==> src/rtl/sdu_pkg.sv <==
// Shared definitions for the SDU UART receive path: parity modes, FSM encoding
// and the baud-tick divider computation.
package sdu_pkg;

    localparam int unsigned PAR_NONE = 0;
    localparam int unsigned PAR_ODD  = 1;
    localparam int unsigned PAR_EVEN = 2;

    typedef enum logic [2:0] {
        StIdle,
        StStart,
        StData,
        StPar,
        StStop,
        StBreak
    } rx_state_e;

    // Rounded clk cycles per oversample tick.
    function automatic int unsigned calc_div(input int unsigned clk_hz,
                                             input int unsigned baud,
                                             input int unsigned os);
        logic [63:0] den;
        den = 64'(baud) * 64'(os);
        return 32'((64'(clk_hz) + den / 64'd2) / den);
    endfunction

endpackage

==> src/rtl/sdu_uart_rx_if.sv <==
// Bus between the UART receiver (slave) and the SDU command decoder (master):
// serial line in, FIFO read port and sticky error flags out.
interface sdu_uart_rx_if #(
    parameter int unsigned DATA_BITS  = 8,
    parameter int unsigned FIFO_DEPTH = 16
);
    localparam int unsigned CW = $clog2(FIFO_DEPTH) + 1;

    logic                 rxd;
    logic                 rd_en;
    logic                 clr_err;
    logic [DATA_BITS-1:0] dout;
    logic                 empty;
    logic                 full;
    logic [CW-1:0]        count;
    logic                 frame_err;
    logic                 parity_err;
    logic                 overrun;

    modport slave (
        input  rxd, rd_en, clr_err,
        output dout, empty, full, count, frame_err, parity_err, overrun
    );

    modport master (
        output rxd, rd_en, clr_err,
        input  dout, empty, full, count, frame_err, parity_err, overrun
    );

endinterface

==> src/rtl/sdu_sync_fifo.sv <==
// Single-clock show-ahead FIFO; rdata always shows the head word. A push while
// full only succeeds if a pop happens in the same cycle.
module sdu_sync_fifo #(
    parameter int unsigned WIDTH = 8,
    parameter int unsigned DEPTH = 16
) (
    input  logic                   clk,
    input  logic                   rstn,
    input  logic                   push,
    input  logic [WIDTH-1:0]       wdata,
    input  logic                   pop,
    output logic [WIDTH-1:0]       rdata,
    output logic                   empty,
    output logic                   full,
    output logic [$clog2(DEPTH):0] count
);
    localparam int unsigned AW = $clog2(DEPTH);
    localparam int unsigned CW = AW + 1;

    logic [WIDTH-1:0] mem_q [DEPTH];
    logic [AW-1:0]    wptr_q;
    logic [AW-1:0]    rptr_q;
    logic [CW-1:0]    cnt_q;
    logic             do_push;
    logic             do_pop;

    assign empty = (cnt_q == '0);
    assign full  = (cnt_q == CW'(DEPTH));
    assign count = cnt_q;
    assign rdata = mem_q[rptr_q];

    always_comb begin
        do_pop  = pop & ~empty;
        do_push = push & (~full | do_pop);
    end

    always_ff @(posedge clk or negedge rstn) begin
        if (!rstn) begin
            for (int unsigned i = 0; i < DEPTH; i++) begin
                mem_q[i] <= '0;
            end
            wptr_q <= '0;
            rptr_q <= '0;
            cnt_q  <= '0;
        end else begin
            if (do_push) begin
                mem_q[wptr_q] <= wdata;
                wptr_q        <= wptr_q + 1'b1;
            end
            if (do_pop) begin
                rptr_q <= rptr_q + 1'b1;
            end
            case ({do_push, do_pop})
                2'b10:   cnt_q <= cnt_q + 1'b1;
                2'b01:   cnt_q <= cnt_q - 1'b1;
                default: cnt_q <= cnt_q;
            endcase
        end
    end

endmodule

==> src/rtl/sdu_uart_rx.sv <==
// UART receiver for the serial debug unit: synchroniser, oversample tick
// generator, frame decoder FSM, receive FIFO and sticky error flags.
module sdu_uart_rx
    import sdu_pkg::*;
#(
    parameter int unsigned CLK_HZ     = 100_000_000,
    parameter int unsigned BAUD       = 9600,
    parameter int unsigned OVERSAMPLE = 16,
    parameter int unsigned DATA_BITS  = 8,
    parameter int unsigned PARITY     = 0,
    parameter int unsigned FIFO_DEPTH = 16
) (
    input logic           clk,
    input logic           rstn,
    sdu_uart_rx_if.slave  bus
);
    localparam int unsigned DIV = calc_div(CLK_HZ, BAUD, OVERSAMPLE);
    localparam int unsigned DW  = (DIV > 1) ? $clog2(DIV) : 1;
    localparam int unsigned PW  = $clog2(OVERSAMPLE);
    localparam int unsigned BW  = $clog2(DATA_BITS);
    localparam int unsigned CW  = $clog2(FIFO_DEPTH) + 1;

    localparam logic [DW-1:0] DIV_LAST = DW'(DIV - 1);
    localparam logic [PW-1:0] PH_S0    = PW'(OVERSAMPLE / 2 - 1);
    localparam logic [PW-1:0] PH_S1    = PW'(OVERSAMPLE / 2);
    localparam logic [PW-1:0] PH_S2    = PW'(OVERSAMPLE / 2 + 1);
    localparam logic [PW-1:0] PH_LAST  = PW'(OVERSAMPLE - 1);
    localparam logic [BW-1:0] BIT_LAST = BW'(DATA_BITS - 1);

    if (DIV < 1) begin : g_bad_div
        $error("sdu_uart_rx: CLK_HZ too low for BAUD*OVERSAMPLE");
    end
    if (OVERSAMPLE < 8 || (OVERSAMPLE % 2) != 0) begin : g_bad_os
        $error("sdu_uart_rx: OVERSAMPLE must be even and >= 8");
    end
    if (DATA_BITS < 5 || DATA_BITS > 9 || PARITY > PAR_EVEN) begin : g_bad_fmt
        $error("sdu_uart_rx: unsupported frame format");
    end
    if (FIFO_DEPTH < 2 || (FIFO_DEPTH & (FIFO_DEPTH - 1)) != 0) begin : g_bad_depth
        $error("sdu_uart_rx: FIFO_DEPTH must be a power of two >= 2");
    end

    rx_state_e            state_q, state_d;
    logic [1:0]           sync_q;
    logic                 rxs;
    logic                 prev_q;
    logic [2:0]           warm_q;
    logic                 fall;
    logic [DW-1:0]        div_q;
    logic                 tick;
    logic [PW-1:0]        ph_q;
    logic                 s0_q, s1_q;
    logic                 samp_now;
    logic                 maj;
    logic [BW-1:0]        bit_q;
    logic [DATA_BITS-1:0] sh_q;
    logic                 bad_q;
    logic                 par_exp;
    logic                 start_clr;
    logic                 push;
    logic                 par_evt;
    logic                 frame_evt;
    logic                 ovr_evt;
    logic                 fifo_full;
    logic                 fifo_empty;
    logic [DATA_BITS-1:0] fifo_dout;
    logic [CW-1:0]        fifo_count;
    logic                 frame_err_q, parity_err_q, overrun_q;

    always_ff @(posedge clk or negedge rstn) begin
        if (!rstn) begin
            sync_q <= 2'b11;
            prev_q <= 1'b1;
            warm_q <= '0;
        end else begin
            sync_q <= {sync_q[0], bus.rxd};
            prev_q <= rxs;
            warm_q <= {warm_q[1:0], 1'b1};
        end
    end

    assign rxs = sync_q[1];
    // Ignore edges until the synchroniser's reset-time highs have flushed out,
    // so a line held low through reset never looks like a start bit.
    assign fall = warm_q[2] & prev_q & ~rxs;

    assign tick     = (div_q == DIV_LAST);
    assign samp_now = tick && (ph_q == PH_S2);
    assign maj      = (s0_q & s1_q) | (s0_q & rxs) | (s1_q & rxs);
    assign par_exp  = (PARITY == PAR_ODD) ? ~(^sh_q) : ^sh_q;

    always_ff @(posedge clk or negedge rstn) begin
        if (!rstn) begin
            div_q <= '0;
            ph_q  <= '0;
            s0_q  <= 1'b1;
            s1_q  <= 1'b1;
            bit_q <= '0;
            sh_q  <= '0;
            bad_q <= 1'b0;
        end else if (start_clr) begin
            div_q <= '0;
            ph_q  <= '0;
            bit_q <= '0;
            bad_q <= 1'b0;
        end else begin
            div_q <= tick ? '0 : div_q + 1'b1;
            if (tick) begin
                ph_q <= (ph_q == PH_LAST) ? '0 : ph_q + 1'b1;
            end
            if (tick && ph_q == PH_S0) begin
                s0_q <= rxs;
            end
            if (tick && ph_q == PH_S1) begin
                s1_q <= rxs;
            end
            if (samp_now && state_q == StData) begin
                sh_q  <= {maj, sh_q[DATA_BITS-1:1]};
                bit_q <= bit_q + 1'b1;
            end
            if (par_evt) begin
                bad_q <= 1'b1;
            end
        end
    end

    always_ff @(posedge clk or negedge rstn) begin
        if (!rstn) begin
            state_q <= StIdle;
        end else begin
            state_q <= state_d;
        end
    end

    always_comb begin
        state_d = state_q;
        unique case (state_q)
            StIdle:  if (fall) state_d = StStart;
            StStart: if (samp_now) state_d = maj ? StIdle : StData;
            StData: begin
                if (samp_now && bit_q == BIT_LAST) begin
                    state_d = (PARITY != PAR_NONE) ? StPar : StStop;
                end
            end
            StPar:   if (samp_now) state_d = StStop;
            StStop:  if (samp_now) state_d = maj ? StIdle : StBreak;
            StBreak: if (rxs) state_d = StIdle;
            default: state_d = StIdle;
        endcase
    end

    always_comb begin
        start_clr = 1'b0;
        push      = 1'b0;
        par_evt   = 1'b0;
        frame_evt = 1'b0;
        unique case (state_q)
            StIdle: start_clr = fall;
            StPar:  par_evt   = samp_now && (maj != par_exp);
            StStop: begin
                push      = samp_now & maj & ~bad_q;
                frame_evt = samp_now & ~maj;
            end
            default: ;
        endcase
    end

    // Full implies non-empty, so a same-cycle rd_en always makes room.
    assign ovr_evt = push & fifo_full & ~bus.rd_en;

    always_ff @(posedge clk or negedge rstn) begin
        if (!rstn) begin
            frame_err_q  <= 1'b0;
            parity_err_q <= 1'b0;
            overrun_q    <= 1'b0;
        end else begin
            frame_err_q  <= (frame_err_q & ~bus.clr_err) | frame_evt;
            parity_err_q <= (parity_err_q & ~bus.clr_err) | par_evt;
            overrun_q    <= (overrun_q & ~bus.clr_err) | ovr_evt;
        end
    end

    sdu_sync_fifo #(
        .WIDTH (DATA_BITS),
        .DEPTH (FIFO_DEPTH)
    ) u_fifo (
        .clk   (clk),
        .rstn  (rstn),
        .push  (push),
        .wdata (sh_q),
        .pop   (bus.rd_en),
        .rdata (fifo_dout),
        .empty (fifo_empty),
        .full  (fifo_full),
        .count (fifo_count)
    );

    assign bus.dout       = fifo_dout;
    assign bus.empty      = fifo_empty;
    assign bus.full       = fifo_full;
    assign bus.count      = fifo_count;
    assign bus.frame_err  = frame_err_q;
    assign bus.parity_err = parity_err_q;
    assign bus.overrun    = overrun_q;

endmodule

==> src/flat_wrapper.sv <==
// flat-port wrapper written by rule: the top's interface ports become plain ports
module sdu_uart_rx_flat import sdu_pkg::*;
#(
    parameter int unsigned CLK_HZ     = 100_000_000,
    parameter int unsigned BAUD       = 9600,
    parameter int unsigned OVERSAMPLE = 16,
    parameter int unsigned DATA_BITS  = 8,
    parameter int unsigned PARITY     = 0,
    parameter int unsigned FIFO_DEPTH = 16
)
  (clk, rstn, bus_rxd, bus_rd_en, bus_clr_err, bus_dout, bus_empty, bus_full, bus_count, bus_frame_err, bus_parity_err, bus_overrun);
  sdu_uart_rx_if #(.DATA_BITS(DATA_BITS), .FIFO_DEPTH(FIFO_DEPTH)) bus_i ();
  input logic clk;
  input logic rstn;
  input wire logic [$bits(bus_i.rxd)-1:0] bus_rxd;
  input wire logic [$bits(bus_i.rd_en)-1:0] bus_rd_en;
  input wire logic [$bits(bus_i.clr_err)-1:0] bus_clr_err;
  output wire logic [$bits(bus_i.dout)-1:0] bus_dout;
  output wire logic [$bits(bus_i.empty)-1:0] bus_empty;
  output wire logic [$bits(bus_i.full)-1:0] bus_full;
  output wire logic [$bits(bus_i.count)-1:0] bus_count;
  output wire logic [$bits(bus_i.frame_err)-1:0] bus_frame_err;
  output wire logic [$bits(bus_i.parity_err)-1:0] bus_parity_err;
  output wire logic [$bits(bus_i.overrun)-1:0] bus_overrun;
  assign bus_i.rxd = bus_rxd;
  assign bus_i.rd_en = bus_rd_en;
  assign bus_i.clr_err = bus_clr_err;
  assign bus_dout = bus_i.dout;
  assign bus_empty = bus_i.empty;
  assign bus_full = bus_i.full;
  assign bus_count = bus_i.count;
  assign bus_frame_err = bus_i.frame_err;
  assign bus_parity_err = bus_i.parity_err;
  assign bus_overrun = bus_i.overrun;
  sdu_uart_rx #(.CLK_HZ(CLK_HZ), .BAUD(BAUD), .OVERSAMPLE(OVERSAMPLE), .DATA_BITS(DATA_BITS), .PARITY(PARITY), .FIFO_DEPTH(FIFO_DEPTH)) u_core (.clk(clk), .rstn(rstn), .bus(bus_i));
endmodule
==> config.mk <==
export PLATFORM = sky130hd
export DESIGN_NAME = sdu_uart_rx_flat
export DESIGN_NICKNAME = d
export VERILOG_FILES = /design/src/rtl/sdu_pkg.sv /design/src/rtl/sdu_uart_rx_if.sv /design/src/rtl/sdu_sync_fifo.sv /design/src/rtl/sdu_uart_rx.sv /design/src/flat_wrapper.sv
export SDC_FILE = /design/constraint.sdc
export NUM_CORES = 1
export LEC_CHECK = 0
export CAP_MARGIN = 25
export CORE_MARGIN = 4
export CORE_UTILIZATION = 47
export CTS_BUF_LIST = sky130_fd_sc_hd__clkbuf_4 sky130_fd_sc_hd__clkbuf_8
export DETAILED_ROUTE_END_ITERATION = 10
export PLACE_DENSITY = 0.61
export SLEW_MARGIN = 30
export SYNTH_ARGS = -nofsm -noshare
export SYNTH_HDL_FRONTEND = slang
export SYNTH_SLANG_ARGS = --single-unit
==> constraint.sdc <==
create_clock -name clk -period 4.41 [get_ports clk]
set_input_delay 0.882 -clock clk [delete_from_list [all_inputs] [get_ports clk]]
set_output_delay 0.882 -clock clk [all_outputs]
set_load 0.01 [all_outputs]
=== Word level (Yosys, flattened, before mapping) ===
Index checks and enable logic that the tools add are counted.

* $mul: 0
* Eq/ne operators: 21
* Div/mod/pow operators: 0
* Shift operators: 0
* Order comparisons: 3
* Add/sub/neg operators: 7
* Bitwise logic cells: 31
* Muxes and demuxes: 29
* Reductions and logical operators: 18

{| class="wikitable"
|+ Operators with widths
! operator !! count
|-
| bitwise mux 128 bit || 1
|-
| binary-select mux 8 bit (select 4 bit) || 1
|-
| demux 8 bit (select 4 bit) || 1
|-
| two-way mux 3 bit || 9
|-
| two-way mux 8 bit || 3
|-
| two-way mux 10 bit || 2
|-
| case mux 3 bit (6 select lines) || 1
|-
| AND 1 bit || 15
|-
| adder 4 x 1 -> 4 bit, second input constant || 3
|-
| equality test 4 bit, second input constant || 3
|-
| two-way mux 4 bit || 3
|-
| adder 10 x 1 -> 10 bit, second input constant || 1
|-
| equality test 10 bit, second input constant || 1
|-
| >= comparator 5 bit, second input constant || 2
|-
| != test 2 x 1 -> 1 bit, second input constant || 5
|-
| NOT 4 -> 5 bit || 2
|-
| case mux 5 bit (2 select lines) || 1
|-
| equality test 3 bit, second input constant || 3
|-
| NOT 1 bit || 8
|-
| nonzero test 2 bit || 4
|-
| parity 8 bit || 1
|-
| logical AND 1 bit || 7
|-
| equality test 3 x 2 -> 1 bit, second input constant || 2
|-
| two-way mux 1 bit || 6
|-
| other kinds (17) || 24
|}

* Memories: 0
* Flip-flop bits (word level): 181
* ROM bits: 0
* Latch bits: 0
* Bits in writable memories: 0
* Logic and storage cells: 142
* Bits of input ports: 5

=== Longest topological paths before layout ===
Gate-level depths: netlist of run 1.

* Depth in word-level cells: 9
* Gate-level depth with buffers: 15

=== Modules after synthesis ===
Synthesis of run 1 repeated with hierarchy kept, for this count alone.

* Cells, all modules: 609
* Area total of the unflattened synthesis: 8,906.0 sq um

{| class="wikitable"
|+ Modules (own cells, without submodules)
! module !! cells each !! instances !! seq. area each (sq um) !! area an instance (sq um)
|-
| sdu_sync_fifo || 434 || 1 || 3,528.4 || 6,927.9
|-
| sdu_uart_rx || 175 || 1 || 1,007.2 || 1,978.1
|}

=== Worst setup path before layout of run 1 ===
Ideal clock, no wire load.

* Kind: reg-to-reg
* From: register u_core.div_q[5]
* To: register u_core.u_fifo.cnt_q[4] (netlist: u_core.u_fifo.count[4])
* Setup slack: 1.001 ns
* Clock period less this slack: 3.409 ns
* Path buffers: 2
* Library setup time: 0.128 ns
* Required time: 4.282 ns
* Stages on the path, launching flop included: 14
* Arrival time: 3.280 ns
* Cell sequence: dfrtp_1 > or4b_4 > nor4_4 > and4_4 > buf_8 > buf_12 > inv_1 > ha_1 > fa_1 > a21o_1 > a21oi_1 > xor2_1 > nor2_1 > xor2_1

* Cells in the longest elaborated chain, start to end: 8
* Elaborated cells between the ends (all ways): 10
* Classes of those cells: eq/ne (3); mux (2); bitwise (3); reduce/logical (2)

{| class="wikitable"
|+ RTL lines
! item !! RTL line !! source
|-
| start, declared || sdu_uart_rx.sv:49 || <nowiki>logic [DW-1:0] div_q;</nowiki>
|-
| start signal, assigned || sdu_uart_rx.sv:107 || <nowiki>div_q <= tick ? '0 : div_q + 1'b1;</nowiki>
|-
| equality test 10 bit (*) || sdu_uart_rx.sv:87 || <nowiki>assign tick = (div_q == DIV_LAST);</nowiki>
|-
| logical AND 1 bit (*) || sdu_uart_rx.sv:88 || <nowiki>assign samp_now = tick && (ph_q == PH_S2);</nowiki>
|-
| AND 1 bit (*) (2 in a row) || sdu_uart_rx.sv:161 || <nowiki>push = samp_now & maj & ~bad_q;</nowiki>
|-
| two-way mux 1 bit (*) || sdu_uart_rx.sv:157 || <nowiki>unique case (state_q)</nowiki>
|-
| AND 1 bit (*) || sdu_sync_fifo.sv:34 || <nowiki>do_push = push & (~full | do_pop);</nowiki>
|-
| equality test 2 x 1 -> 1 bit / equality test 2 bit (equally long branches) || sdu_sync_fifo.sv:53 || <nowiki>case ({do_push, do_pop})</nowiki>
|-
| case mux 5 bit (2 select lines) / nonzero test 2 bit (equally long branches) || -- ||
|-
| end signal, assigned || sdu_sync_fifo.sv:54 || <nowiki>2'b10: cnt_q <= cnt_q + 1'b1;</nowiki>
|-
| end signal, assigned || sdu_sync_fifo.sv:55 || <nowiki>2'b01: cnt_q <= cnt_q - 1'b1;</nowiki>
|-
| end signal, assigned || sdu_sync_fifo.sv:56 || <nowiki>default: cnt_q <= cnt_q;</nowiki>
|-
| end, declared || sdu_sync_fifo.sv:23 || <nowiki>logic [CW-1:0] cnt_q;</nowiki>
|}

Mark *: on every way between the ends. The rest lies on a longest branch, timed or not.
A chain may end at the register's enable or synchronous reset.

=== Final worst setup path of run 1 ===
* From: register u_core.u_fifo.rptr_q[0]
* To: output bus_dout[0]

* Cells in the longest elaborated chain, start to end: 4

{| class="wikitable"
|+ RTL lines
! item !! RTL line !! source
|-
| start, declared || sdu_sync_fifo.sv:22 || <nowiki>logic [AW-1:0] rptr_q;</nowiki>
|-
| start signal, assigned || sdu_sync_fifo.sv:51 || <nowiki>rptr_q <= rptr_q + 1'b1;</nowiki>
|-
| NOT 4 -> 5 bit (implied by the code) || sdu_sync_fifo.sv:30 || <nowiki>assign rdata = mem_q[rptr_q];</nowiki>
|-
| binary-select mux 8 bit (select 4 bit) || sdu_sync_fifo.sv:30 ||
|-
| two-way mux 8 bit (implied by the code) (2 in a row) || sdu_sync_fifo.sv:30 ||
|-
| end, declared || flat_wrapper.sv:18 || <nowiki>output wire logic [$bits(bus_i.dout)-1:0] bus_dout;</nowiki>
|}

Every way passes these cells. The select of a mux whose other input is x is not followed.

==> impl_metrics.toml, run 1 <==
[placed_design]
gp_routability_congestion = 0.756
io_buffers = 22
preCtsSetupSlack_ns = 0.737
dpl.hpwl_mm = 11.1
placed_cell_area_um2 = 8930

[route]
ant_nets = 0
drc_errors = 0
dr.pass1.iters = 4
num_vias = 4688
via_per_inst = 5.64
post_drt_wl_per_cell_um = 20.1
wirelength_mm = 16.7
first_iter_violations = 208

[floorplan]
io_pins = 23
die_h_um = 143
die_w_um = 143
core_area_um2 = 17900
initial_core_util_pct = 47.7
num_rows = 49
die_area_um2 = 20400

[power]
powerDensity_nw_per_um2 = 404
p_leak_uw = 0.00439
swShare_pct = 29.2
power_frac_comb_pct = 19.3
p_total_uw = 3770
intPower_uw = 2670
seqPwrFrac_pct = 50.9
p_clk_share_pct = 29.8
max-vdd-ir-drop_v = 0.000245
switchingPower_uw = 1100

[logic_synthesis]
yosysWarningCount = 0
syn_inst = 584
synth_cell_types = 50
synth.yosys.seq_area_share_pct = 53.1
syn_area_um2 = 8540
synth_async_sr_flop_share_pct = 100
yosys_register_bits = 181
synth_flop_cell = "dfrtp_1"
synth-edff-count = 0
syn_avg_cell_area_um2 = 14.6
syn_nets = 606

[clocking]
cts-root-buf = "clkbuf_8"
clock_latency_ns = 0.46
cts_num_sinks = 181
cts_setup_buffers = 0
postCtsResizedCells = 0
cts.clk_slew.worst_paths_ns = 0.09
clock_path_buffers = 2
hold_buffers = 0
cts_inserted_buffers = 17
htree_levels = 4
cts_tree = "done"

[grt]
grt_overflow = 0
grt_use_total_pct = 17.6
grt_max_degree = 104
grt_antenna_before_repair = 0
grt_pass1_vias = 4927
grt_pass1_wl_mm = 27.3

[sta]
worst_pin_slew_ns = 0.835
slew_headroom_pct = 44.3
clock_skew_ns = 0.0128
fin_hold_ws_ns = 0.358
rsz0062_at_grt = "no"
fin_crit_sh_pct = 86.3
layout_min_cycle_time_ns = 3.81
hold_viol = 0
finalSetupTns_ns = 0
finalSetupViolCount = 0
worst_slack_ns = 0.604
drv_slew = 0
fmax_ghz = 0.263

[finish]
diodes = 0
final_cell_mix = "dfrtp_1 (175), mux2_2 (137), mux4_2 (40)"
design_area_um2 = 9330
area_growth_pct = 9.21
fillCellCount = 1466
drive_gt1_share_pct = 41.2
final_common_cell = "dfrtp_1"
nNetsFinal = 611

[worst_setup_path]
r2r-start = "u_core.div_q[5]$_DFF_PN0_"
startpoint = "u_core.u_fifo.rptr_q[0]$_DFFE_PN0P_"
arrival_ns = 2.92
critPathLaunchType = "register"
crit_fanout = 26
required_ns = 3.53
critical_path_class = "reg -> out"
worstSetupEndpointType = "output pin"

[job]
max_cap_viol_count = 0

[status]
outcome = "complete, no violations"

[hold_path]
hp-start = "u_core.warm_q[1]$_DFF_PN0_"
min_path_type = "reg -> reg"
[metrics by stage]
| step | std cells | util [%] |
|---|---|---|
| 2_1_floorplan | 584 | - |
| 3_3_place_gp | 799 | 49.9 |
| 3_5_place_dp | 799 | 49.9 |
| 4_1_cts | 831 | 52.1 |
| 5_1_grt | 831 | 52.1 |
| 6_report | 831 | 52.1 |
[path summary, 6_finish.rpt]
kind / cells past startpoint / slack [ns] / to
setup / recovery: 4 / 0.60 / bus_dout[0]
hold / removal: 0 / 0.36 / u_core.warm_q[2]$_DFF_PN0_
setup reg to reg: 11 / 0.73 / u_core.u_fifo.count[4]$_DFFE_PN0P_
hold reg to reg: 0 / 0.36 / u_core.warm_q[2]$_DFF_PN0_
max in group asynchronous: 2 / 2.99 / u_core.s0_q$_DFFE_PN1P_
min in group asynchronous: 1 / 0.53 / u_core.u_fifo.mem_q[112]$_DFFE_PN0P_
[cell usage after synthesis, types with 3 or more instances]
master	n	area (um^2)
clkbuf_1	24	90.1
ha_1	16	200
nor2_1	21	78.8
nor2b_1	8	50.1
and2_1	3	18.8
nand4_1	3	18.8
xor2_1	8	70.1
buf_2	3	15.0
and3_1	3	18.8
nand3_4	4	70.1
a21oi_1	7	35.0
nor4_1	4	25.0
nor3_1	3	15.0
inv_1	10	37.5
dfstp_2	5	131
xnor2_1	18	158
dfrtp_1	176	4400
nand3b_1	3	22.5
o22ai_1	3	18.8
nand3_1	10	50.1
o21ai_0	4	20.0
buf_1	11	41.3
nand3_2	9	90.1
nand2_1	20	75.1
and3_2	3	22.5
mux2_4	4	60.1
a21o_1	3	22.5
mux4_2	40	901
mux2_2	137	1540
[power by group through the flow]
stage                     registers, uW  clock network [uW]  logic (uW)
after floorplan                    1860                   0         578
after global placement             1950                   0         726
after detailed placement           1950                   0         747
after CTS                          1920                1150         747
after global routing               1940                1230         807
final                              1920                1120         730
[flip-flops by register name (all words and copies together) (netlist names), 2 cells and up]
signal                cells
u_core.u_fifo.mem_q     128
u_core.div_q             10
u_core.sh_q               8
u_core.u_fifo.count       5
u_core.ph_q               4
u_core.u_fifo.rptr_q      4
u_core.u_fifo.wptr_q      4
u_core.bit_q              3
u_core.state_q            3
u_core.warm_q             3
u_core.sync_q             2
[worst max-delay path, stage by stage, from the launching register on]
cell and delay, ns:
dfrtp_2 0.61, buf_12 0.29, mux4_2 0.56, mux4_2 0.48, clkdlybuf4s50_1 0.49
[metal layers]
metal | global-route usage, % | up-vias | routed length [um]
met3 | 3.99 | 17 | 458
met2 | 29.8 | 43 | 8600
met1 | 23.3 | 2500 | 7470
li1 | - | 2128 | -
met4 | 4.35 | 0 | 152
met5 | 0 | - | 0
[cell families (layout without fill, tap and decap cells)]
family                     Yosys count  after routing  synth area share [%]
DFF                                181            181                  53.1
AOI/OAI and AO/OA                   21             21                  1.52
and+or+nand+nor                    104            104                  7.76
buffers and inverters               51             69                  2.65
other                                1              1                0.0439
adders and majority gates           18             18                  2.69
muxes                              181            181                  29.3
xor gates and xnor gates            27             27                  2.93
[final cells by class]
type                            count  area, um^2  share of cell area, %
Clock inverter                     10         105                   1.13
Inverter                           10        37.5                  0.402
Tap cell                          229         287                   3.07
Sequential cell                   181        4540                   48.6
Timing Repair Buffer               27         287                   3.07
Multi-Input combinational cell    352        3790                   40.6
Clock buffer                       22         290                   3.11
No activity file was read; power rests on OpenSTA's default activity.
==> run 2, diff against run 1 <==
--- a/config.mk
+++ b/config.mk
@@ -6,11 +6,12 @@
 export NUM_CORES = 1
 export LEC_CHECK = 0
 export CAP_MARGIN = 25
+export CORE_ASPECT_RATIO = 1.4
 export CORE_MARGIN = 4
-export CORE_UTILIZATION = 47
+export CORE_UTILIZATION = 60
 export CTS_BUF_LIST = sky130_fd_sc_hd__clkbuf_4 sky130_fd_sc_hd__clkbuf_8
 export DETAILED_ROUTE_END_ITERATION = 10
-export PLACE_DENSITY = 0.61
+export PLACE_DENSITY = 0.76
 export SLEW_MARGIN = 30
 export SYNTH_ARGS = -nofsm -noshare
 export SYNTH_HDL_FRONTEND = slang
==> constraint.sdc (replaced) <==
create_clock -name clk -period 3.99 [get_ports clk]
set_input_delay 0.798 -clock clk [delete_from_list [all_inputs] [get_ports clk]]
set_output_delay 0.798 -clock clk [all_outputs]
set_load 0.01 [all_outputs]
==> run 2 against run 1 <==
Effect of this change:
- die area fell by 20%
- clock power rose by 27%
- first-iteration DRC count rose by 5.3%
==> impl_metrics.toml, run 2 (same netlist as run 1, synthesis figures left out) <==
[sta]
clock_skew_ns = 0.00936
worst_slack_ns = 0.355
drv_slew = 0
finalSetupTns_ns = 0
layout_min_cycle_time_ns = 3.64
slew_headroom_pct = 40.8
rsz0062_at_grt = "no"
hold_viol = 0
worst_pin_slew_ns = 0.888
finalSetupViolCount = 0
fmax_ghz = 0.275
fin_crit_sh_pct = 91.1

[placed_design]
preCtsSetupSlack_ns = 0.777
dpl.hpwl_mm = 11.1
io_buffers = 22
gp_routability_congestion = 0.850

[route]
num_vias = 4823
ant_nets = 0
post_drt_wl_per_cell_um = 21.8
dr.pass1.iters = 4
wirelength_mm = 17.2
drc_errors = 0
first_iter_violations = 219
via_per_inst = 6.12

[clocking]
cts_setup_buffers = 0
htree_levels = 4
cts.clk_slew.worst_paths_ns = 0.08
postCtsResizedCells = 0
cts_tree = "done"
clock_latency_ns = 0.46
cts-root-buf = "clkbuf_8"
hold_buffers = 0
cts_inserted_buffers = 17
cts_num_sinks = 181
clock_path_buffers = 2

[finish]
ff_latch_area_um2 = 4540
area_growth_pct = 9.46
regMostFlops = "u_core.u_fifo.mem_q"
nNetsFinal = 612
reg.largest.list = "u_core.u_fifo.mem_q (128), u_core.div_q (10), u_core.sh_q (8)"
final_cell_mix = "dfrtp_1 (175), mux2_2 (137), mux4_2 (40)"
largest_reg_flops = 128
fillCellCount = 1042
diodes = 0
drive_gt1_share_pct = 41.3
multi_input_area_um2 = 3790
final_common_cell = "dfrtp_1"
fin_util_pct = 67.2

[worst_setup_path]
worstSetupEndpointType = "output pin"
crit_top_cell = "mux4_2"
crit_slowest_cell = "mux4_2"
cpPeakStageDelay_ns = 0.56
critical_path_class = "reg -> out"
critPathLaunchType = "register"
crit_fanout = 28
required_ns = 3.19
path_cells = "buf_12, mux4_2, mux4_2, clkdlybuf4s50_1"
arrival_ns = 2.84

[floorplan]
initial_core_util_pct = 61.4
core_area_um2 = 13900
num_rows = 51
die_area_um2 = 16200
io_pins = 23
die_w_um = 109
die_h_um = 149

[job]
max_cap_viol_count = 0

[grt]
grt_use_total_pct = 23.5
grt_pass1_wl_mm = 28.4
grt_pass1_vias = 5197
grt_max_degree = 111
grt_overflow = 0
grt_antenna_before_repair = 0

[power]
max-vdd-ir-drop_v = 0.000408
powerDensity_nw_per_um2 = 465
p_leak_uw = 0.00442

[hold_path]
min_path_type = "reg -> reg"

[status]
outcome = "complete, no violations"
-- run 2: final timing paths --
check / from / endpoint / slack (ns) / cells after the start
max: u_core.u_fifo.rptr_q[0]$_DFFE_PN0P_ / bus_dout[5] / 0.35 / 4
min: u_core.sync_q[0]$_DFF_PN1_ / u_core.sync_q[1]$_DFF_PN1_ / 0.36 / 0
max reg2reg: u_core.div_q[5]$_DFF_PN0_ / u_core.u_fifo.count[4]$_DFFE_PN0P_ / 0.76 / 12
min reg2reg: u_core.sync_q[0]$_DFF_PN1_ / u_core.sync_q[1]$_DFF_PN1_ / 0.36 / 0
max in group asynchronous: rstn / u_core.u_fifo.mem_q[48]$_DFFE_PN0P_ / 2.66 / 2
min in group asynchronous: rstn / u_core.u_fifo.mem_q[99]$_DFFE_PN0P_ / 0.44 / 1
-- run 2: layout make-up --
cell class              instances  share of cell area, %
inverters                      10                  0.401
clock inverters                13                   2.17
clock buffers                  19                   2.80
repair buffers                 28                   3.14
well taps                     185                   2.48
multi-input cells             352                   40.5
flip-flops and latches        181                   48.5
-- run 2: worst max-delay path, delay by kind of cell, from the launching register on --
family	cells	cell delay [ns]
buf+inv	2	0.79
mux	2	1.06
flops	1	0.52
-- run 2: through the flow --
step                      instance area [um^2]  hold WS, ns  power [uW]  cells
after global placement                    8880        0.335        2940    756
after CTS                                 9340        0.364        4390    788
after global routing                      9350        0.362        4560    788
after detailed placement                  8880        0.350        2980    756
after floorplan                           8540        0.331        2690    584
final                                     9350        0.362        4350    788
-- run 2: per-layer routing --
| layer | global-route usage [%] | up-vias | share of wire, % |
|---|---|---|---|
| met4 | 9.54 | 0 | 3.0 |
| met5 | 0 | - | 0 |
| li1 | - | 2127 | - |
| met2 | 40.2 | 112 | 53 |
| met3 | 3.94 | 34 | 3.7 |
| met1 | 29.8 | 2550 | 40 |
-- run 2: where the power goes --
group	internal [uW]	switching, uW
Clock	777	642
Sequential	1930	194
Combinational	407	399
Total	3110	1240
